`src/rtl/sqrt_pkg.sv`:
```
// Shared types and helpers for the iterative square-root core.
// Latency: n/a (declarations only).
// Backpressure: n/a.
package sqrt_pkg;

    // Controller states: waiting for an operand, iterating, holding a result.
    typedef enum logic [1:0] {
        IDLE = 2'd0,
        RUN  = 2'd1,
        DONE = 2'd2
    } sqrt_state_e;

    // The root of a WIDTH-bit operand needs half as many bits.
    function automatic int root_w(input int width);
        return width / 2;
    endfunction

endpackage

```
`src/rtl/sqrt_iter_hs_if.sv`:
```
// Operand/result handshake bundle for the iterative square-root core.
// Latency: n/a (wires only).
// Backpressure: in_valid/in_ready on the operand side, out_valid/out_ready on the result side.
// Ports (signals): in_valid, in_ready, in_data[WIDTH], out_valid, out_ready,
//                  out_root[ROOT_W], out_rem[ROOT_W+1], busy.
interface sqrt_iter_hs_if #(
    parameter int WIDTH = 16
) ();
    localparam int ROOT_W = sqrt_pkg::root_w(WIDTH);

    logic              in_valid;
    logic              in_ready;
    logic [WIDTH-1:0]  in_data;
    logic              out_valid;
    logic              out_ready;
    logic [ROOT_W-1:0] out_root;
    logic [ROOT_W:0]   out_rem;
    logic              busy;

    // Query source / result consumer side.
    modport master (
        output in_valid, in_data, out_ready,
        input  in_ready, out_valid, out_root, out_rem, busy
    );

    // Square-root core side.
    modport slave (
        input  in_valid, in_data, out_ready,
        output in_ready, out_valid, out_root, out_rem, busy
    );
endinterface

```
`src/rtl/sqrt_iter_step.sv`:
```
// One restoring square-root iteration: brings in two operand bits, emits one root bit.
// Latency: purely combinational.
// Backpressure: none; the caller decides when to register the result.
// Ports: rem_i[ROOT_W] (running remainder, MSB known zero mid-run), root_i[ROOT_W],
//        bits_i[2] (next operand bit pair), rem_next_o[ROOT_W+1], root_next_o[ROOT_W], taken_o.
module sqrt_iter_step #(
    parameter int ROOT_W = 8
) (
    input  logic [ROOT_W-1:0] rem_i,
    input  logic [ROOT_W-1:0] root_i,
    input  logic [1:0]        bits_i,
    output logic [ROOT_W:0]   rem_next_o,
    output logic [ROOT_W-1:0] root_next_o,
    output logic              taken_o
);
    logic [ROOT_W+1:0] rem_sh;
    logic [ROOT_W+1:0] trial;
    logic [ROOT_W:0]   diff;

    assign rem_sh  = {rem_i, bits_i};
    assign trial   = {root_i, 2'b01};
    assign taken_o = (rem_sh >= trial);

    // When the trial fits, the true difference is <= 2*root, so the low
    // ROOT_W+1 bits of the subtraction are exact.
    assign diff = rem_sh[ROOT_W:0] - trial[ROOT_W:0];

    assign rem_next_o  = taken_o ? diff : rem_sh[ROOT_W:0];
    assign root_next_o = {root_i[ROOT_W-2:0], taken_o};
endmodule

```
`src/rtl/sqrt_iter_hs.sv`:
```
// Iterative integer square root with remainder, one root bit per cycle.
// Latency: out_valid rises WIDTH/2 cycles after the input handshake; accepts at most one operand per WIDTH/2+2 cycles.
// Backpressure: result held stable in DONE until out_ready; in_ready low while busy or holding a result.
// Ports: clk, rst_n (async active-low), bus (sqrt_iter_hs_if.slave: operand in, root/remainder out, busy).
module sqrt_iter_hs
    import sqrt_pkg::*;
#(
    parameter int WIDTH = 16
) (
    input  logic         clk,
    input  logic         rst_n,
    sqrt_iter_hs_if.slave bus
);
    localparam int ROOT_W = root_w(WIDTH);
    localparam int CNT_W  = (ROOT_W > 1) ? $clog2(ROOT_W) : 1;

    generate
        if ((WIDTH % 2) != 0 || WIDTH < 4) begin : g_bad_width
            $error("sqrt_iter_hs: WIDTH must be even and >= 4");
        end
    endgenerate

    sqrt_state_e       state_q, state_d;
    logic [WIDTH-1:0]  op_q, op_d;
    logic [ROOT_W:0]   rem_q, rem_d;
    logic [ROOT_W-1:0] root_q, root_d;
    logic [CNT_W-1:0]  cnt_q, cnt_d;
    logic [ROOT_W-1:0] res_root_q, res_root_d;
    logic [ROOT_W:0]   res_rem_q, res_rem_d;

    logic [ROOT_W:0]   step_rem;
    logic [ROOT_W-1:0] step_root;
    logic              step_taken;

    logic in_ready_c, out_valid_c, busy_c;

    // rem_q MSB is always zero before the last iteration, so only the low
    // ROOT_W bits feed the step.
    sqrt_iter_step #(.ROOT_W(ROOT_W)) u_step (
        .rem_i      (rem_q[ROOT_W-1:0]),
        .root_i     (root_q),
        .bits_i     (op_q[WIDTH-1 -: 2]),
        .rem_next_o (step_rem),
        .root_next_o(step_root),
        .taken_o    (step_taken)
    );

    // State register
    always_ff @(posedge clk or negedge rst_n) begin
        if (!rst_n) state_q <= IDLE;
        else        state_q <= state_d;
    end

    // Next-state logic
    always_comb begin
        state_d = state_q;
        unique case (state_q)
            IDLE:    if (bus.in_valid)            state_d = RUN;
            RUN:     if (cnt_q == '0)             state_d = DONE;
            DONE:    if (bus.out_ready)           state_d = IDLE;
            default:                              state_d = IDLE;
        endcase
    end

    // Outputs depend on state only, never on in_valid.
    always_comb begin
        in_ready_c  = 1'b0;
        out_valid_c = 1'b0;
        busy_c      = 1'b0;
        unique case (state_q)
            IDLE:    in_ready_c  = 1'b1;
            RUN:     busy_c      = 1'b1;
            DONE:    out_valid_c = 1'b1;
            default: in_ready_c  = 1'b0;
        endcase
    end

    // Datapath next-state
    always_comb begin
        op_d       = op_q;
        rem_d      = rem_q;
        root_d     = root_q;
        cnt_d      = cnt_q;
        res_root_d = res_root_q;
        res_rem_d  = res_rem_q;
        if (state_q == IDLE && bus.in_valid) begin
            op_d   = bus.in_data;
            rem_d  = '0;
            root_d = '0;
            cnt_d  = CNT_W'(ROOT_W - 1);
        end else if (state_q == RUN) begin
            op_d   = {op_q[WIDTH-3:0], 2'b00};
            rem_d  = step_rem;
            root_d = step_root;
            if (cnt_q == '0) begin
                // Separate result registers keep the last answer visible
                // while the next operand is being iterated.
                res_root_d = step_root;
                res_rem_d  = step_rem;
            end else begin
                cnt_d = cnt_q - CNT_W'(1);
            end
        end
    end

    always_ff @(posedge clk or negedge rst_n) begin
        if (!rst_n) begin
            op_q       <= '0;
            rem_q      <= '0;
            root_q     <= '0;
            cnt_q      <= '0;
            res_root_q <= '0;
            res_rem_q  <= '0;
        end else begin
            op_q       <= op_d;
            rem_q      <= rem_d;
            root_q     <= root_d;
            cnt_q      <= cnt_d;
            res_root_q <= res_root_d;
            res_rem_q  <= res_rem_d;
        end
    end

    assign bus.in_ready  = in_ready_c;
    assign bus.out_valid = out_valid_c;
    assign bus.busy      = busy_c;
    assign bus.out_root  = res_root_q;
    assign bus.out_rem   = res_rem_q;

    // The appended root bit is the step's taken flag.
    a_taken_lsb: assert property (@(posedge clk) disable iff (!rst_n)
        step_root[0] == step_taken);

    // The remainder never exceeds twice the partial root; this is what lets
    // it live in ROOT_W+1 bits.
    a_rem_bound: assert property (@(posedge clk) disable iff (!rst_n)
        rem_q <= {root_q, 1'b0});
endmodule
```
`src/flat_wrapper.sv`:
```
// flat-port wrapper written by rule: the top's interface ports become plain ports
module sqrt_iter_hs_flat import sqrt_pkg::*;
#(
    parameter int WIDTH = 16
)
  (clk, rst_n, bus_in_valid, bus_in_data, bus_out_ready, bus_in_ready, bus_out_valid, bus_out_root, bus_out_rem, bus_busy);
  sqrt_iter_hs_if #(.WIDTH(WIDTH)) bus_i ();
  input  logic clk;
  input  logic rst_n;
  input wire logic [$bits(bus_i.in_valid)-1:0] bus_in_valid;
  input wire logic [$bits(bus_i.in_data)-1:0] bus_in_data;
  input wire logic [$bits(bus_i.out_ready)-1:0] bus_out_ready;
  output wire logic [$bits(bus_i.in_ready)-1:0] bus_in_ready;
  output wire logic [$bits(bus_i.out_valid)-1:0] bus_out_valid;
  output wire logic [$bits(bus_i.out_root)-1:0] bus_out_root;
  output wire logic [$bits(bus_i.out_rem)-1:0] bus_out_rem;
  output wire logic [$bits(bus_i.busy)-1:0] bus_busy;
  assign bus_i.in_valid = bus_in_valid;
  assign bus_i.in_data = bus_in_data;
  assign bus_i.out_ready = bus_out_ready;
  assign bus_in_ready = bus_i.in_ready;
  assign bus_out_valid = bus_i.out_valid;
  assign bus_out_root = bus_i.out_root;
  assign bus_out_rem = bus_i.out_rem;
  assign bus_busy = bus_i.busy;
  sqrt_iter_hs #(.WIDTH(WIDTH)) u_core (.clk(clk), .rst_n(rst_n), .bus(bus_i));
endmodule
```
`config.mk`:
```
export PLATFORM = sky130hd
export DESIGN_NAME = sqrt_iter_hs_flat
export DESIGN_NICKNAME = d
export VERILOG_FILES = /design/src/rtl/sqrt_pkg.sv /design/src/rtl/sqrt_iter_hs_if.sv /design/src/rtl/sqrt_iter_step.sv /design/src/rtl/sqrt_iter_hs.sv /design/src/flat_wrapper.sv
export SDC_FILE = /design/constraint.sdc
export NUM_CORES = 1
export LEC_CHECK = 0
export BUFFER_PORTS_ARGS = -buffer_cell sky130_fd_sc_hd__buf_2
export CAP_MARGIN = 0
export CORE_ASPECT_RATIO = 1.5
export CORE_MARGIN = 2
export CORE_UTILIZATION = 48
export CTS_CLUSTER_SIZE = 8
export DETAILED_ROUTE_END_ITERATION = 10
export PLACE_DENSITY = 0.69
export SYNTH_ARGS = -nofsm -noshare
export SYNTH_HDL_FRONTEND = slang
export SYNTH_SLANG_ARGS = --single-unit
```
`constraint.sdc`:
```
create_clock -name clk -period 2.7 [get_ports clk]
set_clock_uncertainty 0.1 [all_clocks]
set_input_delay 0.81 -clock clk [delete_from_list [all_inputs] [get_ports clk]]
set_output_delay 0.81 -clock clk [all_outputs]
set_load 0.01 [all_outputs]
```
Yosys cells after proc, flatten, opt, wreduce, memory -nomap -nowiden
Index checks and enable logic that the tools add are counted.
{"block": "op_classes", "n_addsub": 2, "n_mul": 0, "div": 0, "n_lt_le_gt_ge": 1, "n_eq_ne": 6, "n_shift": 0, "n_mux": 17, "bitwise": 1, "n_reduce_logical": 7}
{"operator": "16-bit two-way mux", "count": 2}
{"operator": "8-bit two-way mux", "count": 4}
{"operator": "10-bit greater-or-equal comparator", "count": 1}
{"operator": "3-bit two-way mux", "count": 3}
{"operator": "9-bit two-way mux", "count": 1}
{"operator": "9-bit subtractor", "count": 1}
{"operator": "2-bit two-way mux", "count": 3}
{"operator": "2-bit inequality test, second input constant", "count": 3}
{"operator": "2-bit case mux with 3 select lines", "count": 1}
{"operator": "3-bit AND reduction", "count": 2}
{"operator": "3-bit zero test", "count": 1}
{"operator": "1-bit two-way mux", "count": 3}
{"operator": "3-bit by 1-bit subtractor with 3-bit output, second input constant", "count": 1}
{"operator": "2-bit by 1-bit equality test with 1-bit output, second input constant", "count": 1}
{"operator": "2-bit equality test, second input constant", "count": 1}
{"operator": "2-bit zero test", "count": 1}
{"operator": "2-bit by 1-bit inequality test with 1-bit output, second input constant", "count": 1}
{"operator": "2-bit AND reduction", "count": 1}
{"operator": "2-bit nonzero test", "count": 1}
{"operator": "1-bit logical AND", "count": 1}
{"operator": "1-bit inverter", "count": 1}
{"block": "totals", "ff_bits": 54, "latchBits": 0, "ram_bits": 0, "rom_bits": 0, "in_bits": 20, "output_inout_bits": 20, "elab_cells": 41, "mem_count": 0}

Depth between registers and ports, before layout
Gate-level depths: netlist of the first run.
{"block": "depth", "ltp_word": 4, "depth_mapped": 8, "mapped_depth_nobuf": 7}

Hierarchy
Synthesis of the first run repeated with hierarchy kept, for this count alone.
{"block": "unflattened", "hier_cells": 283, "area_unflattened_um2": 2857.7}
{"mod": "sqrt_iter_hs", "instances": 1, "cells_each": 203, "area_per_inst_um2": 2234.6, "seq_area_each_um2": 1351.3}
{"mod": "sqrt_iter_step", "instances": 1, "cells_each": 80, "area_per_inst_um2": 623.1, "seq_area_each_um2": 0.0}

Least setup slack after synthesis of the first run
OpenSTA, ideal clock, no wires.
{"block": "synth_timing", "path_kind": "reg-to-reg", "start": "register u_core.rem_q[3]", "end": "register u_core.rem_q[0]", "setup_ps": 131, "t_arrival_ps": 1786, "required_time_ps": 2469, "path_slack_ps": 683, "path_stages_with_launch": 8, "path_buffers": 1, "period_less_slack_ps": 2017, "cell_sequence": "dfrtp_1 ha_1 a21o_1 a31o_4 o21a_4 buf_6 nor3_1 o31ai_1"}
{"block": "synth_between", "elab_chain_cells": 4}
{"item": "start: declaration", "line": "sqrt_iter_hs.sv:25", "source": "logic [ROOT_W:0] rem_q, rem_d;"}
{"item": "start signal: assignment", "line": "sqrt_iter_hs.sv:116", "source": "rem_q <= rem_d;"}
{"item": "10-bit greater-or-equal comparator", "line": "sqrt_iter_step.sv:22", "source": "assign taken_o = (rem_sh >= trial);"}
{"item": "9-bit two-way mux", "line": "sqrt_iter_step.sv:28", "source": "assign rem_next_o = taken_o ? diff : rem_sh[ROOT_W:0];"}
{"item": "8-bit two-way mux", "line": "sqrt_iter_hs.sv:91", "source": "end else if (state_q == RUN) begin"}
{"item": "8-bit two-way mux", "line": "sqrt_iter_hs.sv:86", "source": "if (state_q == IDLE && bus.in_valid) begin"}
Every way passes these cells. The select of a mux whose other input is x is not followed.
A chain may end at the register's enable or synchronous reset.

Worst setup path in the final report of the first run
{"block": "layout_timing", "start": "register u_core.rem_q[3]", "end": "register u_core.res_rem_q[8], in the netlist u_core.bus.out_rem[8]"}
{"block": "layout_between", "elab_chain_cells": 2, "elab_cells_between_ends": 3, "classes_between": "add/sub (1); order compare (1); mux (1)"}
{"item": "9-bit subtractor or 10-bit greater-or-equal comparator (tied branches)", "line": "sqrt_iter_step.sv:26, sqrt_iter_step.sv:22"}
{"item": "9-bit two-way mux (*)", "line": "sqrt_iter_step.sv:28"}
{"item": "end signal: assignment", "line": "sqrt_iter_hs.sv:120", "source": "res_rem_q <= res_rem_d;"}
{"item": "end: declaration", "line": "sqrt_iter_hs.sv:29", "source": "logic [ROOT_W:0] res_rem_q, res_rem_d;"}
Mark *: on every way between the ends. The rest lies on a longest branch, timed or not.

==> flow_summary.toml, run 1 <==
[route]
drt_drc_violations_left = 0
drt-pass1-iter-count = 4
wl_um = 6550
route.antenna.remaining_nets = 0
detailroute.via_count = 2474
initialDrtViolationCount = 68
vias_per_cell = 5.82
wire_per_inst_um = 15.4

[worst_setup_path]
worstPathCellList = "ha_1 > a21o_1 > a31o_4 > o21ai_4 > a21oi_1 > a221o_1"
critPathBufInv = 0
worst_ep_arrival_time_ns = 2.47
startpoint_type = "flip-flop"
setup.worst_path.end_class = "flip-flop"
cpPeakStageDelay_ns = 0.43
timing.critical_path.slowest_stage_cell = "dfrtp_1"
worstPathRequired_ns = 2.80
critical_path.max_fanout = 17
setup.worst_path.class = "reg -> reg"
worst-r2r-setup-slack_ns = 0.33
critPathTopFamily = "compound AO/OA/AOI/OAI gates"

[clocking]
hold_buffer_count_at_cts = 0
clock_insertion_delay_worst_skew_ns = 0.31
cts_max_path_buffers = 2
clk_pin_slew_ns = 0.10
clkSinkCount = 54
ctsRootBufferMaster = "clkbuf_8"
cts_resized = 0
tritoncts.num_buffers = 5
ctsHtreeMaxLevel = 2
tritoncts = "built"
post_cts.repair.setup_buffers = 0

[logic_synthesis]
ys_seq_elements = 54
syn-cell-area_sq_um = 2910
warnings_synthesis = 0
post_synth_inst_count = 314
yosysSeqAreaShare = 0.464
ys_flop_type = "dfrtp_1"
synthArstFlopShare = 1.00
yosys.cell_types.count = 50
synth-edff-count = 0
synth.avg_cell_area_sq_um = 9.27
post_synthesis_net_count = 346

[power]
fin_total_pwr_mw = 4.56
irDropWorstVdd_v = 0.000702
power_density_nw_per_um2 = 1380
p_leak_nw = 1.52

[min_path]
min-delay-path-class = "reg -> reg"

[floorplan]
die_w_um = 67.6
pin_count = 40
floorplan.core_area_sq_um = 5830
rows = 34
initial_core_utilization = 0.499
die-height_um = 99.4
fp.dieArea_sq_um = 6710

[run_status]
status = "finished clean"

[timing]
layout_worst_path_cycle_share = 0.879
setup_viol = 0
final-max-slew-violation-count = 0
finalHoldWorstSlack_ns = 0.380
max_clock_freq_ghz = 0.421
layout_min_cycle_time_ns = 2.37
slew_headroom = 0.413
hold_violations = 0
aggregate_negative_setup_slack_ns = 0
final_worst_setup_slack_ns = 0.327
worst_pin_slew_ns = 0.877
unrepaired_setup_endpoints_after_global_routing = "no"

[cells_and_area]
num-nets-final = 384
top_library_cells_by_usage_in_the_layout_fill_and_taps_aside = "dfrtp_1 (54), nand2_1 (51), buf_2 (39)"
layout.cells.most_common = "dfrtp_1"
final-instance-count-excl-fill = 425
layout-drive-gt1-share = 0.201
area_growth_from_synthesis_to_layout_pct = 13.1
postLayoutCoreUtil = 0.565
n_antenna_cell = 0
layout.cell_area.non_filler_sq_um = 3290
layout.filler_cells = 543

[global_routing]
overall_overflow_remaining_after_global_route = 0
grt_pass1_vias = 2407
antenna_found_initial = 0
global_route_wire_length_before_repair_um = 11100
gr-usage-all-layers = 0.216
grt_max_degree = 55

[place]
dp_cells = 417
io_buffer_count = 39
detailedPlacementHpwl_um = 4820
placement.setup.worst_slack_ns = 0.373
gp_congestion = 0.857
post_dp_cell_area_sq_um = 3200

[flow_run]
max_cap_viol_count = 0
## power by group
group	switching (mW)	internal, mW	total, mW
combinational	1.62	1.07	2.69
sequential	0.229	1.17	1.40
clock	0.265	0.207	0.472
total	2.12	2.44	4.56
## cell type report
type	count	area, sq um	area share
inverters	16	60.1	0.0182
multi-input cells	224	1410	0.428
clock inverters	2	12.5	0.00380
flip-flops and latches	54	1350	0.410
well taps	72	90.1	0.0274
repair buffers	51	285	0.0867
clock buffers	6	82.6	0.0251
## registers in the layout, summed over array words and instances (netlist names)
register,count
u_core.cnt_q,3
u_core.root_q,8
u_core.bus.out_rem,9
u_core.state_q,2
u_core.bus.out_root,8
u_core.rem_q,8
u_core.op_q,16
## synthesized netlist by cell type, drive strengths merged, types with 2 or more instances
master | n | area, sq um
a211o | 2 | 18.8
a211oi | 2 | 27.5
a21o | 3 | 22.5
a21oi | 18 | 101
a22oi | 15 | 113
a31oi | 2 | 12.5
a32o | 2 | 20.0
and2 | 2 | 13.8
buf | 6 | 38.8
clkbuf | 14 | 53.8
dfrtp | 54 | 1350
ha | 12 | 150
inv | 16 | 60.1
nand2 | 51 | 191
nand2b | 5 | 31.3
nand3 | 4 | 20.0
nand3b | 2 | 15.0
nand4 | 9 | 56.3
nor2 | 10 | 37.5
nor2b | 6 | 37.5
nor3 | 8 | 40.0
o2111ai | 2 | 17.5
o211ai | 4 | 35.0
o21a | 2 | 22.5
o21ai | 39 | 210
o21bai | 2 | 15.0
o311a | 2 | 21.3
o311ai | 2 | 17.5
o31ai | 7 | 52.6
xor2 | 3 | 26.3
## worst min-delay path, delay by kind of cell (launching register included)
kind | cells | cell delay (ns)
AO/OA/AOI/OAI | 1 | 0.06
flip-flops | 1 | 0.35
AND/OR/NAND/NOR | 1 | 0.04
## worst paths after layout
path / to / start / cells after the start
min: u_core.bus.out_root[2]$_DFFE_PN0P_ / u_core.bus.out_root[2]$_DFFE_PN0P_ / 2
max reg2reg: u_core.bus.out_rem[8]$_DFFE_PN0P_ / u_core.rem_q[3]$_DFFE_PN0P_ / 6
max in group asynchronous: u_core.bus.out_root[0]$_DFFE_PN0P_ / rst_n / 2
min reg2reg: u_core.bus.out_root[2]$_DFFE_PN0P_ / u_core.bus.out_root[2]$_DFFE_PN0P_ / 2
max: u_core.bus.out_rem[8]$_DFFE_PN0P_ / u_core.rem_q[3]$_DFFE_PN0P_ / 6
min in group asynchronous: u_core.bus.out_rem[3]$_DFFE_PN0P_ / rst_n / 2
## per-layer routing
layer | GRT usage | share of wire
met1 | 0.248 | 0.41
met2 | 0.382 | 0.53
met3 | 0.0362 | 0.036
met4 | 0.0942 | 0.027
met5 | 0 | 0
## cell families after synthesis
group                    share of synthesized area
adder cells (fa/ha/maj)                     0.0516
XOR/XNOR                                    0.0120
flip-flops                                   0.464
multiplexers                               0.00344
AO/OA/AOI/OAI                                0.255
buffers and inverters                       0.0525
AND/OR/NAND/NOR                              0.161
Power figures use the tool's default switching activity.
==> inputs of run 2 (changes only) <==
--- a/config.mk
+++ b/config.mk
@@ -12,7 +12,7 @@
 export CORE_UTILIZATION = 48
 export CTS_CLUSTER_SIZE = 8
 export DETAILED_ROUTE_END_ITERATION = 10
-export PLACE_DENSITY = 0.69
+export PLACE_DENSITY = 0.71
 export SYNTH_ARGS = -nofsm -noshare
 export SYNTH_HDL_FRONTEND = slang
 export SYNTH_SLANG_ARGS = --single-unit
==> constraint.sdc (replaced) <==
create_clock -name clk -period 2.1 [get_ports clk]
set_clock_uncertainty 0.1 [all_clocks]
set_input_delay 0.63 -clock clk [delete_from_list [all_inputs] [get_ports clk]]
set_output_delay 0.63 -clock clk [all_outputs]
set_load 0.01 [all_outputs]
==> run 2 against run 1 <==
First-iteration DRC count increased to 2.9 times the previous value. Worst hold slack worse by 0.18 ns. Maximum frequency rose by 14%. Die area stayed put. Cell count grew 5.2%. Register-to-register slack got worse by 0.30 ns. Sequential power up 27%. Via count up 2.9%. Clock power is 76% higher. Critical path depth up 2. Global-route usage grew 1.0 points. Power grew 52%. Largest cell class unchanged. Highest routed layer unchanged.
==> flow_summary.toml, run 2 (synthesized netlist as in run 1, its figures left out) <==
[worst_setup_path]
setup.worst_path.class = "reg -> reg"
critical_path.max_fanout = 11
rr_worst_depth = 8
worstReg2RegEnd = "u_core.rem_q[3]$_DFFE_PN0P_"
startpoint_type = "flip-flop"
worstPathRequired_ns = 2.20
crit_path_start = "u_core.root_q[3]$_DFFE_PN0P_"
worst-r2r-setup-slack_ns = 0.02
worst_ep_arrival_time_ns = 2.18
setup.worst_path.end_class = "flip-flop"
endpoint = "u_core.rem_q[3]$_DFFE_PN0P_"
rr_startpoint = "u_core.root_q[3]$_DFFE_PN0P_"

[place]
detailedPlacementHpwl_um = 5030
io_buffer_count = 39
gp_congestion = 0.927

[clocking]
tritoncts = "built"
clock_insertion_delay_worst_skew_ns = 0.31
tritoncts.num_buffers = 5
clkSinkCount = 54
clk_pin_slew_ns = 0.10
ctsRootBufferMaster = "clkbuf_8"
ctsHtreeMaxLevel = 2
cts_max_path_buffers = 2
hold_buffer_count_at_cts = 0

[global_routing]
gr-usage-all-layers = 0.226
global_route_wire_length_before_repair_um = 11700
antenna_found_initial = 0
grt_pass1_vias = 2497
grt_max_degree = 55
overall_overflow_remaining_after_global_route = 0

[floorplan]
pin_count = 40
fp.dieArea_sq_um = 6710
floorplan.core_area_sq_um = 5830
rows = 34
die_w_um = 67.6
initial_core_utilization = 0.499
die-height_um = 99.4

[timing]
setup_viol = 0
aggregate_negative_setup_slack_ns = 0
slew_headroom = 0.530
max_clock_freq_ghz = 0.481
layout_worst_path_cycle_share = 0.989
final-max-slew-violation-count = 0
worst_pin_slew_ns = 0.703
layout_min_cycle_time_ns = 2.08
unrepaired_setup_endpoints_after_global_routing = "yes"
finalHoldWorstSlack_ns = 0.201
hold_violations = 0

[cells_and_area]
top_library_cells_by_usage_in_the_layout_fill_and_taps_aside = "dfrtp_1 (54), nand2_1 (50), buf_2 (39)"
num-nets-final = 406
layout-drive-gt1-share = 0.293
area_growth_from_synthesis_to_layout_pct = 24.9
number_of_flip_flops_in_the_largest_register = 16
postLayoutCoreUtil = 0.624
registers.top_by_ff_count = "u_core.op_q"
layout.cells.most_common = "dfrtp_1"
n_antenna_cell = 0

[flow_run]
max_cap_viol_count = 0

[route]
route.antenna.remaining_nets = 0
vias_per_cell = 5.70
drt-pass1-iter-count = 5
wl_um = 7150
detailroute.via_count = 2546
drt_drc_violations_left = 0
initialDrtViolationCount = 199
wire_per_inst_um = 16.0

[run_status]
status = "finished clean"

[power]
power_density_nw_per_um2 = 1910
irDropWorstVdd_v = 0.000962
p_leak_nw = 1.67

[min_path]
min-delay-path-class = "in -> async"
-- run 2: critical path, cell delays in order (launching register included) --
cell	delay, ns
dfrtp_1	0.41
inv_2	0.09
ha_4	0.22
a21o_1	0.17
a31o_4	0.22
o21ai_4	0.22
buf_12	0.16
a21oi_1	0.07
o31ai_1	0.31
-- run 2: per-layer routing --
layer | vias up | share of wire | global-route usage
met1 | 1197 | 0.39 | 0.264
met3 | 14 | 0.052 | 0.0351
li1 | 1237 | - | -
met5 | - | 0 | 0
met4 | 0 | 0.021 | 0.0675
met2 | 98 | 0.54 | 0.413
-- run 2: how the worst min path moves through the flow --
stage                                               endpoint  slack (ns)  cells after the start
after floorplan            u_core.bus.out_rem[0]$_DFFE_PN0P_        0.23                      0
after global placement    u_core.bus.out_root[5]$_DFFE_PN0P_        0.36                      2
after detailed placement  u_core.bus.out_root[2]$_DFFE_PN0P_        0.36                      2
after CTS                  u_core.bus.out_rem[0]$_DFFE_PN0P_        0.21                      2
after global routing      u_core.bus.out_root[3]$_DFFE_PN0P_        0.22                      2
final                     u_core.bus.out_root[3]$_DFFE_PN0P_        0.20                      2
-- run 2: final cells by class --
type                    count  area [sq um]
clock buffers               5          68.8
clock inverters             3          68.8
fillers                   485          2190
inverters                  16          60.1
multi-input cells         224          1520
flip-flops and latches     54          1350
well taps                  72          90.1
repair buffers             73           475
-- run 2: what timing repair did --
| item | 4_1_cts | 5_1_grt |
|---|---|---|
| buffers inserted | 1 | 1 |
| setup endpoints to repair | 5 | 12 |
| pin swaps | 2 | 3 |
| gates resized for setup | 2 | 19 |
-- run 2: power breakdown --
group	internal, mW	switching, mW
sequential	1.50	0.279
combinational	1.92	2.41
clock	0.478	0.352
total	3.89	3.04
-- run 2: per-stage QoR --
step / total power [mW] / cell area, sq um / setup WS [ns] / std cells
2_1_floorplan: 4.35 / 2910 / 0.0828 / 314
3_3_place_gp: 5.54 / 3370 / 0.0112 / 437
3_5_place_dp: 5.64 / 3370 / -0.0373 / 437
4_1_cts: 6.57 / 3530 / 0.00434 / 446
5_1_grt: 7.46 / 3630 / -0.00910 / 447
6_report: 6.93 / 3630 / 0.0227 / 447
